### src/rtl/key_pkg.sv
// Shared constants for the push-button front end: key indices and default
// cycle counts for a 25 MHz pixel clock.
package key_pkg;

  localparam int KEY_UP    = 0;
  localparam int KEY_DOWN  = 1;
  localparam int KEY_LEFT  = 2;
  localparam int KEY_RIGHT = 3;
  localparam int KEY_OK    = 4;
  localparam int KEY_BACK  = 5;

  localparam int N_KEYS_DEF          = 6;
  localparam int DEBOUNCE_CYCLES_DEF = 500000;    // 20 ms
  localparam int REPEAT_DELAY_DEF    = 12500000;  // 500 ms
  localparam int REPEAT_PERIOD_DEF   = 2500000;   // 100 ms

  // Counter width able to hold 0..n-1, never narrower than one bit.
  function automatic int cnt_w(input int n);
    return (n > 1) ? $clog2(n) : 1;
  endfunction

endpackage

### src/rtl/key_pulse_gen_if.sv
// Button bundle between the pins, the key front end and the menu FSM.
interface key_pulse_gen_if #(
  parameter int N_KEYS = 6
);
  logic [N_KEYS-1:0] key_raw;
  logic [N_KEYS-1:0] key;
  logic [N_KEYS-1:0] key_level;

  modport master (output key_raw, input key, input key_level);
  modport slave  (input key_raw, output key, output key_level);
endinterface

### src/rtl/key_debounce.sv
// One button channel: 2-flop synchroniser, polarity normalise, debounce and
// press-edge event. Optional hold counter under KEY_AUTOREPEAT_EN.
module key_debounce
  import key_pkg::*;
#(
  parameter int DEBOUNCE_CYCLES = DEBOUNCE_CYCLES_DEF,
  parameter int KEY_ACTIVE_LOW  = 1
`ifdef KEY_AUTOREPEAT_EN
  ,
  parameter int REPEAT_DELAY    = REPEAT_DELAY_DEF,
  parameter int REPEAT_PERIOD   = REPEAT_PERIOD_DEF
`endif
) (
  input  logic pixel_clk,
  input  logic sys_rst_n,
  input  logic i_raw,
  output logic o_level,
  output logic o_event
);

  localparam logic          IDLE_PIN = (KEY_ACTIVE_LOW != 0);
  localparam int            CW       = cnt_w(DEBOUNCE_CYCLES);
  localparam logic [CW-1:0] TERM     = CW'(DEBOUNCE_CYCLES - 1);

  logic [1:0]    r_sync;
  logic [CW-1:0] r_cnt;
  logic          r_level;
  logic          w_pressed, w_diff, w_term, w_rise;

  assign w_pressed = r_sync[1] ^ IDLE_PIN;
  assign w_diff    = w_pressed != r_level;
  assign w_term    = w_diff && (r_cnt == TERM);
  // Event fires on the toggle edge so pending is set together with key_level.
  assign w_rise    = w_term && !r_level;

  always_ff @(posedge pixel_clk or negedge sys_rst_n) begin
    if (!sys_rst_n) begin
      r_sync  <= {2{IDLE_PIN}};
      r_cnt   <= '0;
      r_level <= 1'b0;
    end else begin
      r_sync  <= {r_sync[0], i_raw};
      r_cnt   <= (!w_diff || w_term) ? '0 : r_cnt + 1'b1;
      r_level <= w_term ? ~r_level : r_level;
    end
  end

  assign o_level = r_level;

`ifdef KEY_AUTOREPEAT_EN
  localparam int            HW     = cnt_w(REPEAT_DELAY);
  localparam logic [HW-1:0] H_FIRE = HW'(REPEAT_DELAY - 1);
  localparam logic [HW-1:0] H_RELD = HW'(REPEAT_DELAY - REPEAT_PERIOD);

  logic [HW-1:0] r_hold;
  logic          w_rep;

  // Hold cycle 0 is the first cycle with key_level high; reload keeps the
  // subsequent fires REPEAT_PERIOD apart.
  assign w_rep = r_level && !w_term && (r_hold == H_FIRE);

  always_ff @(posedge pixel_clk or negedge sys_rst_n) begin
    if (!sys_rst_n)                r_hold <= '0;
    else if (!r_level || w_term)   r_hold <= '0;
    else if (w_rep)                r_hold <= H_RELD;
    else                           r_hold <= r_hold + 1'b1;
  end

  assign o_event = w_rise | w_rep;
`else
  assign o_event = w_rise;
`endif

endmodule

### src/rtl/key_pulse_gen.sv
// Push-button front end: per-key debounce channels feeding a pending register
// and a lowest-index-first arbiter that emits one-hot single-cycle presses.
// Optional auto-repeat: define KEY_AUTOREPEAT_EN.
module key_pulse_gen
  import key_pkg::*;
#(
  parameter int N_KEYS          = N_KEYS_DEF,
  parameter int DEBOUNCE_CYCLES = DEBOUNCE_CYCLES_DEF,
  parameter int KEY_ACTIVE_LOW  = 1,
  parameter int REPEAT_DELAY    = REPEAT_DELAY_DEF,
  parameter int REPEAT_PERIOD   = REPEAT_PERIOD_DEF
) (
  input  logic     pixel_clk,
  input  logic     sys_rst_n,
  key_pulse_gen_if.slave bus
);

  logic [N_KEYS-1:0] w_level;
  logic [N_KEYS-1:0] w_event;
  logic [N_KEYS-1:0] w_grant;
  logic [N_KEYS-1:0] r_pend;
  logic [N_KEYS-1:0] r_key;

  // Repeat timing needs a positive period no longer than the initial delay.
  if (REPEAT_PERIOD < 1 || REPEAT_PERIOD > REPEAT_DELAY) begin : g_bad_repeat
    $error("key_pulse_gen: REPEAT_PERIOD must be in 1..REPEAT_DELAY");
  end

  for (genvar g = 0; g < N_KEYS; g++) begin : g_key
    key_debounce #(
      .DEBOUNCE_CYCLES (DEBOUNCE_CYCLES),
      .KEY_ACTIVE_LOW  (KEY_ACTIVE_LOW)
`ifdef KEY_AUTOREPEAT_EN
      ,
      .REPEAT_DELAY    (REPEAT_DELAY),
      .REPEAT_PERIOD   (REPEAT_PERIOD)
`endif
    ) u_db (
      .pixel_clk (pixel_clk),
      .sys_rst_n (sys_rst_n),
      .i_raw     (bus.key_raw[g]),
      .o_level   (w_level[g]),
      .o_event   (w_event[g])
    );
  end

  // Isolate lowest set bit.
  assign w_grant = r_pend & (~r_pend + 1'b1);

  // New event on the bit being granted wins: that key gets one more pulse.
  always_ff @(posedge pixel_clk or negedge sys_rst_n) begin
    if (!sys_rst_n) begin
      r_pend <= '0;
      r_key  <= '0;
    end else begin
      r_pend <= (r_pend & ~w_grant) | w_event;
      r_key  <= w_grant;
    end
  end

  assign bus.key       = r_key;
  assign bus.key_level = w_level;

endmodule

### src/flat_wrapper.sv
// flat-port wrapper written by rule: the top's interface ports become plain ports
module key_pulse_gen_flat import key_pkg::*;
#(
  parameter int N_KEYS          = N_KEYS_DEF,
  parameter int DEBOUNCE_CYCLES = DEBOUNCE_CYCLES_DEF,
  parameter int KEY_ACTIVE_LOW  = 1,
  parameter int REPEAT_DELAY    = REPEAT_DELAY_DEF,
  parameter int REPEAT_PERIOD   = REPEAT_PERIOD_DEF
)
  (pixel_clk, sys_rst_n, bus_key_raw, bus_key, bus_key_level);
  key_pulse_gen_if #(.N_KEYS(N_KEYS)) bus_i ();
  input  logic pixel_clk;
  input  logic sys_rst_n;
  input wire logic [$bits(bus_i.key_raw)-1:0] bus_key_raw;
  output wire logic [$bits(bus_i.key)-1:0] bus_key;
  output wire logic [$bits(bus_i.key_level)-1:0] bus_key_level;
  assign bus_i.key_raw = bus_key_raw;
  assign bus_key = bus_i.key;
  assign bus_key_level = bus_i.key_level;
  key_pulse_gen #(.N_KEYS(N_KEYS), .DEBOUNCE_CYCLES(DEBOUNCE_CYCLES), .KEY_ACTIVE_LOW(KEY_ACTIVE_LOW), .REPEAT_DELAY(REPEAT_DELAY), .REPEAT_PERIOD(REPEAT_PERIOD)) u_core (.pixel_clk(pixel_clk), .sys_rst_n(sys_rst_n), .bus(bus_i));
endmodule
### config.mk
export PLATFORM = sky130hd
export DESIGN_NAME = key_pulse_gen_flat
export DESIGN_NICKNAME = d
export VERILOG_FILES = /design/src/rtl/key_pkg.sv /design/src/rtl/key_pulse_gen_if.sv /design/src/rtl/key_debounce.sv /design/src/rtl/key_pulse_gen.sv /design/src/flat_wrapper.sv
export SDC_FILE = /design/constraint.sdc
export NUM_CORES = 1
export LEC_CHECK = 0
export BUFFER_PORTS_ARGS = -buffer_cell sky130_fd_sc_hd__buf_2
export CORE_UTILIZATION = 55
export CTS_CLUSTER_DIAMETER = 60
export DETAILED_ROUTE_END_ITERATION = 7
export GPL_TIMING_DRIVEN = 0
export PLACE_DENSITY = 0.72
export SYNTH_ARGS = -nofsm -noshare
export SYNTH_HDL_FRONTEND = slang
export SYNTH_HIERARCHICAL = 1
export SYNTH_SLANG_ARGS = --single-unit
### constraint.sdc
create_clock -name pixel_clk -period 4.1 [get_ports pixel_clk]
set_input_delay 0.82 -clock pixel_clk [delete_from_list [all_inputs] [get_ports pixel_clk]]
set_output_delay 0.82 -clock pixel_clk [all_outputs]
set_load 0.02 [all_outputs]
# Word-level counts from Yosys, hierarchy flattened
# Cells that the tools add are included.
dict set report totals {
  register_bits 144
  latch_bits 0
  mem_bits_rw 0
  mem_bits_ro 0
  in_bits 8
  out_inout_bits 12
  elab_cells 92
  mem_count 0
}
dict set report classes {
  n_addsub 7
  multipliers 0
  div 0
  magnitude_cmp 0
  n_eq_ne 12
  n_shift 0
  muxes 6
  n_bitwise 17
  n_reduce_logical 30
}
# operator count
set ops {}
lappend ops {{adder 19 x 1 -> 19 bit, second input constant} 6}
lappend ops {{equality test 19 bit, second input constant} 6}
lappend ops {{2-to-1 mux 19 bit} 6}
lappend ops {{bitwise AND 6 bit} 2}
lappend ops {{logical AND 1 bit} 12}
lappend ops {{logical NOT 1 bit} 12}
lappend ops {{NOT 1 bit} 12}
lappend ops {{NOT 6 bit} 2}
lappend ops {{adder 6 x 1 -> 6 bit, second input constant} 1}
lappend ops {{logical OR 1 bit} 6}
lappend ops {{inequality test 1 bit} 6}
lappend ops {{OR 6 bit} 1}

# Longest topological paths before layout
dict set report logic_depth {
  ltp_word 6
  ltp_mapped 6
  ltp_nobuf 6
}

# By module
# The synthesis kept the hierarchy.
# mod instances cells_per_inst area_each_um2 seq_area_each_um2
set by_module_without_submodules {}
lappend by_module_without_submodules {key_debounce 6 107 1093.5 553.0}
lappend by_module_without_submodules {key_pulse_gen 1 29 415.4 300.3}

# Worst setup path before layout
# No wires, ideal clock.
dict set report synth_path {
  path_type {register to register}
  from {register u_core.g_key[0].u_db.r_cnt[0]}
  to {register u_core.g_key[0].u_db.r_cnt[16]}
  setup_time_ns 0.078
  arrival_time_ns 1.778
  required_ns 4.022
  setup_slack_ns 2.245
  path_stages_with_launch 6
  n_path_buf 0
  synth_period_minus_slack_ns 1.855
  path_cell_list {dfrtp_1 > ha_1 > nand4_4 > or4_4 > or3_1 > a21oi_1}
}
dict set report synth_via {
  elab_chain_cells 4
  word_cells_on_any_way 5
  classes_between {add/sub: 1; eq/ne: 1; mux: 1; reduce/logical: 2}
}
# element line
set synth_lines {}
lappend synth_lines {{start, declared} key_debounce.sv:26} ;# logic [CW-1:0] r_cnt;
lappend synth_lines {{start signal, assigned} key_debounce.sv:43} ;# r_cnt <= (!w_diff || w_term) ? '0 : r_cnt + 1'b1;
lappend synth_lines {{branches (longest 3 deep; another with adder 19 x 1 -> 19 bit)} n/a}
lappend synth_lines {{2-to-1 mux 19 bit *} key_debounce.sv:43}
# Mark *: on every way between the ends.
# A chain may end at the register's enable or synchronous reset.

# Worst setup path in the final report
dict set report layout_path {
  from {register u_core.g_key[3].u_db.r_cnt[11]}
  to {register u_core.g_key[3].u_db.r_cnt[12]}
}
dict set report layout_via {
  elab_chain_cells 4
  word_cells_on_any_way 5
  classes_between {add/sub: 1; eq/ne: 1; mux: 1; reduce/logical: 2}
}
# element line
set layout_lines {}
lappend layout_lines {{start, declared} key_debounce.sv:26}
lappend layout_lines {{start signal, assigned} key_debounce.sv:43}
lappend layout_lines {{branches (longest 3 deep; another with adder 19 x 1 -> 19 bit)} n/a}
lappend layout_lines {{2-to-1 mux 19 bit *} key_debounce.sv:43}
# Marked as above.

==> impl_metrics.py <==
metrics = {
    "outcome": {
        "status": "complete, no violations",
    },
    "clock_network": {
        "cts_resized": 0,
        "clockBufferDepth": 2,
        "clock_latency_ns": 0.42,
        "htreeDepth": 4,
        "numCtsBuffers": 17,
        "postCtsSetupBuffers": 0,
        "hold_buffers": 0,
        "clk_pin_slew_ns": 0.06,
        "ctsRootBufferMaster": "clkbuf_16",
        "cts_tree": "yes",
        "numClockSinks": 144,
    },
    "timing": {
        "setup_violations": 0,
        "clock.fmax_mhz": 488,
        "fin_tns_setup_ns": 0,
        "final-hold-violation-count": 0,
        "slew_violations": 0,
        "setup_slack_ns": 2.05,
        "slew_headroom_pct": 67.9,
        "skew_ns": 0.00728,
        "fin_crit_sh_pct": 50.0,
        "finalCriticalPeriod_ns": 2.05,
        "whs_ns": 0.326,
        "tightest_slew_ns": 0.481,
        "grt_setup_unrepaired": "no",
    },
    "die": {
        "die_w_um": 115,
        "ioPinCount": 20,
        "fp.dieH_um": 115,
        "rows": 40,
        "core_area_mm2": 0.0122,
        "die-area_mm2": 0.0131,
        "start_util_pct": 57.1,
    },
    "pwr": {
        "report.power.total_mw": 3.04,
        "p_leak_nw": 3.30,
        "power_density_mw_per_mm2": 385,
        "ir_worst_vdd_mv": 0.401,
    },
    "worst_setup_path": {
        "cp.buffers_inverters": 1,
        "critPathRequiredTime_ns": 4.40,
        "crit_chain": "or3b_2 > nand4b_1 > o21ai_2 > buf_4 > nor2_1",
        "r2r_start": "u_core/g_key[3].u_db/r_cnt[11]",
        "cp-end-kind": "flip-flop",
        "arrival_ns": 2.35,
        "crit_type": "flip-flop to flip-flop",
        "worst-path-stages": 5,
        "endpoint": "u_core/g_key[3].u_db/r_cnt[12]",
        "max_stage_delay_ns": 0.50,
        "critPathSlowestCell": "or3b_2",
        "crit_fanout": 10,
        "setup.worst_path.start": "u_core/g_key[3].u_db/r_cnt[11]",
        "r2r-end": "u_core/g_key[3].u_db/r_cnt[12]",
        "reg2reg_slack_ns": 2.05,
        "critPathTopFamily": "simple AND/OR/NAND/NOR gates",
        "cp-start-kind": "flip-flop",
        "r2r_cells": 5,
    },
    "routing": {
        "vias": 5111,
        "route.detailed.drc": 0,
        "wl_met1_um": 5940,
        "wl_per_cell_um": 14.7,
        "antenna_left": 0,
        "top_layer": "met4",
        "drt_wl_total_um": 13100,
        "firstDrtPassIters": 4,
        "wl_met2_um": 6550,
        "wl_met3_um": 399,
        "via_per_inst": 5.74,
        "first_iter_violations": 291,
    },
    "yosys": {
        "synth_ff_type": "dfrtp_1",
        "ys_ff_latch": 144,
        "yosys.area.top_type": "dfrtp_1",
        "synthTopCellsByCount": "132 x dfrtp_1, 99 x nor2_1, 42 x xor2_1",
        "synth_top_cell_area_share_pct": 47.3,
        "synthesis.area_mm2": 0.00698,
        "postSynthAreaPerCell_um2": 10.4,
        "ys_types": 38,
        "netlist_instances": 671,
        "yosysSeqAreaShare_pct": 51.9,
        "synth_edf_count": 0,
        "synth.area.top_cells": "dfrtp_1 47%, nor2_1 5.3%, xor2_1 5.3%, dfstp_2 4.5%, xnor2_1 4.5%",
        "ys_warn_count": 6,
        "async_reset_ff_share_pct": 100,
        "syn-num-nets": 685,
        "synth_most_common_cell": "dfrtp_1",
    },
    "global_routing": {
        "antenna_found_initial": 0,
        "grt_pass1_vias": 5015,
        "grt_usage_pct": 21.6,
        "grt_pass1_wl_um": 22200,
        "grt_max_degree": 100,
        "overflow": 0,
    },
    "placed_design": {
        "place_ws_ns": 2.07,
        "dp_cells": 859,
        "io_buffers": 19,
        "routabilityCongestion": 0.874,
        "placed_cell_area_mm2": 0.00732,
        "dp_hpwl_um": 8660,
    },
    "layout": {
        "antenna_cells": 0,
        "post-route-util_pct": 64.6,
        "postLayoutCellArea_mm2": 0.00789,
        "multi_input_area_mm2": 0.00317,
        "layoutNonFillerInstCount": 890,
        "drive_gt1_share_pct": 16.8,
        "regArea_mm2": 0.00362,
        "final_nets": 724,
        "syn_to_final_growth_pct": 13.1,
        "n_fill_cell": 1005,
    },
    "worst_hold_path": {
        "min_path_type": "input pin to asynchronous set/reset pin",
    },
    "job": {
        "drv_cap": 0,
    },
}
flip-flops by register name, indices dropped and copies added (netlist names):
| name | count |
|---|---|
| u_core/bus.key | 6 |
| u_core/g_key.u_db/o_level | 6 |
| u_core/g_key.u_db/r_cnt | 114 |
| u_core/g_key.u_db/r_sync | 12 |
| u_core/r_pend | 6 |
area by class of cell:
class | instances | area share (%)
clock inverter | 11 | 1.46
clock buffer | 20 | 5.79
sequential | 144 | 45.9
buffer | 12 | 1.43
multi-input combinational | 496 | 40.2
timing repair buffer | 20 | 1.63
inverter | 19 | 0.904
tap | 168 | 2.66
worst min-delay path by stage:
stage	from	end	cells after the start
3_5_place_dp	u_core/g_key[4].u_db/r_sync[0]	u_core/g_key[4].u_db/r_sync[1]	0
3_3_place_gp	u_core/g_key[3].u_db/r_sync[0]	u_core/g_key[3].u_db/r_sync[1]	0
5_1_grt	sys_rst_n	u_core/g_key[5].u_db/r_cnt[4]	1
2_1_floorplan	u_core/g_key[0].u_db/r_sync[0]	u_core/g_key[0].u_db/r_sync[1]	0
4_1_cts	sys_rst_n	u_core/g_key[5].u_db/r_cnt[4]	1
6_report	sys_rst_n	u_core/g_key[5].u_db/r_cnt[4]	1
cell usage in the layout, fill, tap and decap left out, types with 17 or more instances in the layout:
cell | netlist | final
a21oi_1 | 25 | 25
and3_1 | 18 | 18
buf_2 | 0 | 18
clkbuf_16 | 0 | 17
dfrtp_1 | 132 | 132
inv_1 | 19 | 19
nand2_1 | 36 | 36
nand3_1 | 36 | 36
nand4_1 | 30 | 30
nor2_1 | 99 | 99
nor4_1 | 19 | 19
o21ai_0 | 25 | 25
or3_1 | 18 | 18
xnor2_1 | 36 | 36
xor2_1 | 42 | 42
power by group:
| part | switching [mW] | leakage (nW) | total, mW | internal, mW |
|---|---|---|---|---|
| registers | 0.0209 | 1.96 | 1.47 | 1.45 |
| logic | 0.0606 | 1.07 | 0.0875 | 0.0268 |
| clock network | 0.565 | 0.273 | 1.48 | 0.917 |
routing by layer:
metal | up-vias | global-route usage, %
met1 | 2511 | 25.8
met2 | 86 | 37.3
met4 | 0 | 8.92
met5 | - | 0
li1 | 2497 | -
met3 | 17 | 5.35
cells by family after synthesis:
family          count (synthesis)  share of synthesized area (%)
xor+xnor                       78                           9.79
buf+inv                        31                           2.64
simple gates                  329                           27.3
flops                         144                           51.9
fa+ha+maj                       6                           1.08
compound gates                 83                           7.37
(Power assumes the default switching activity.)
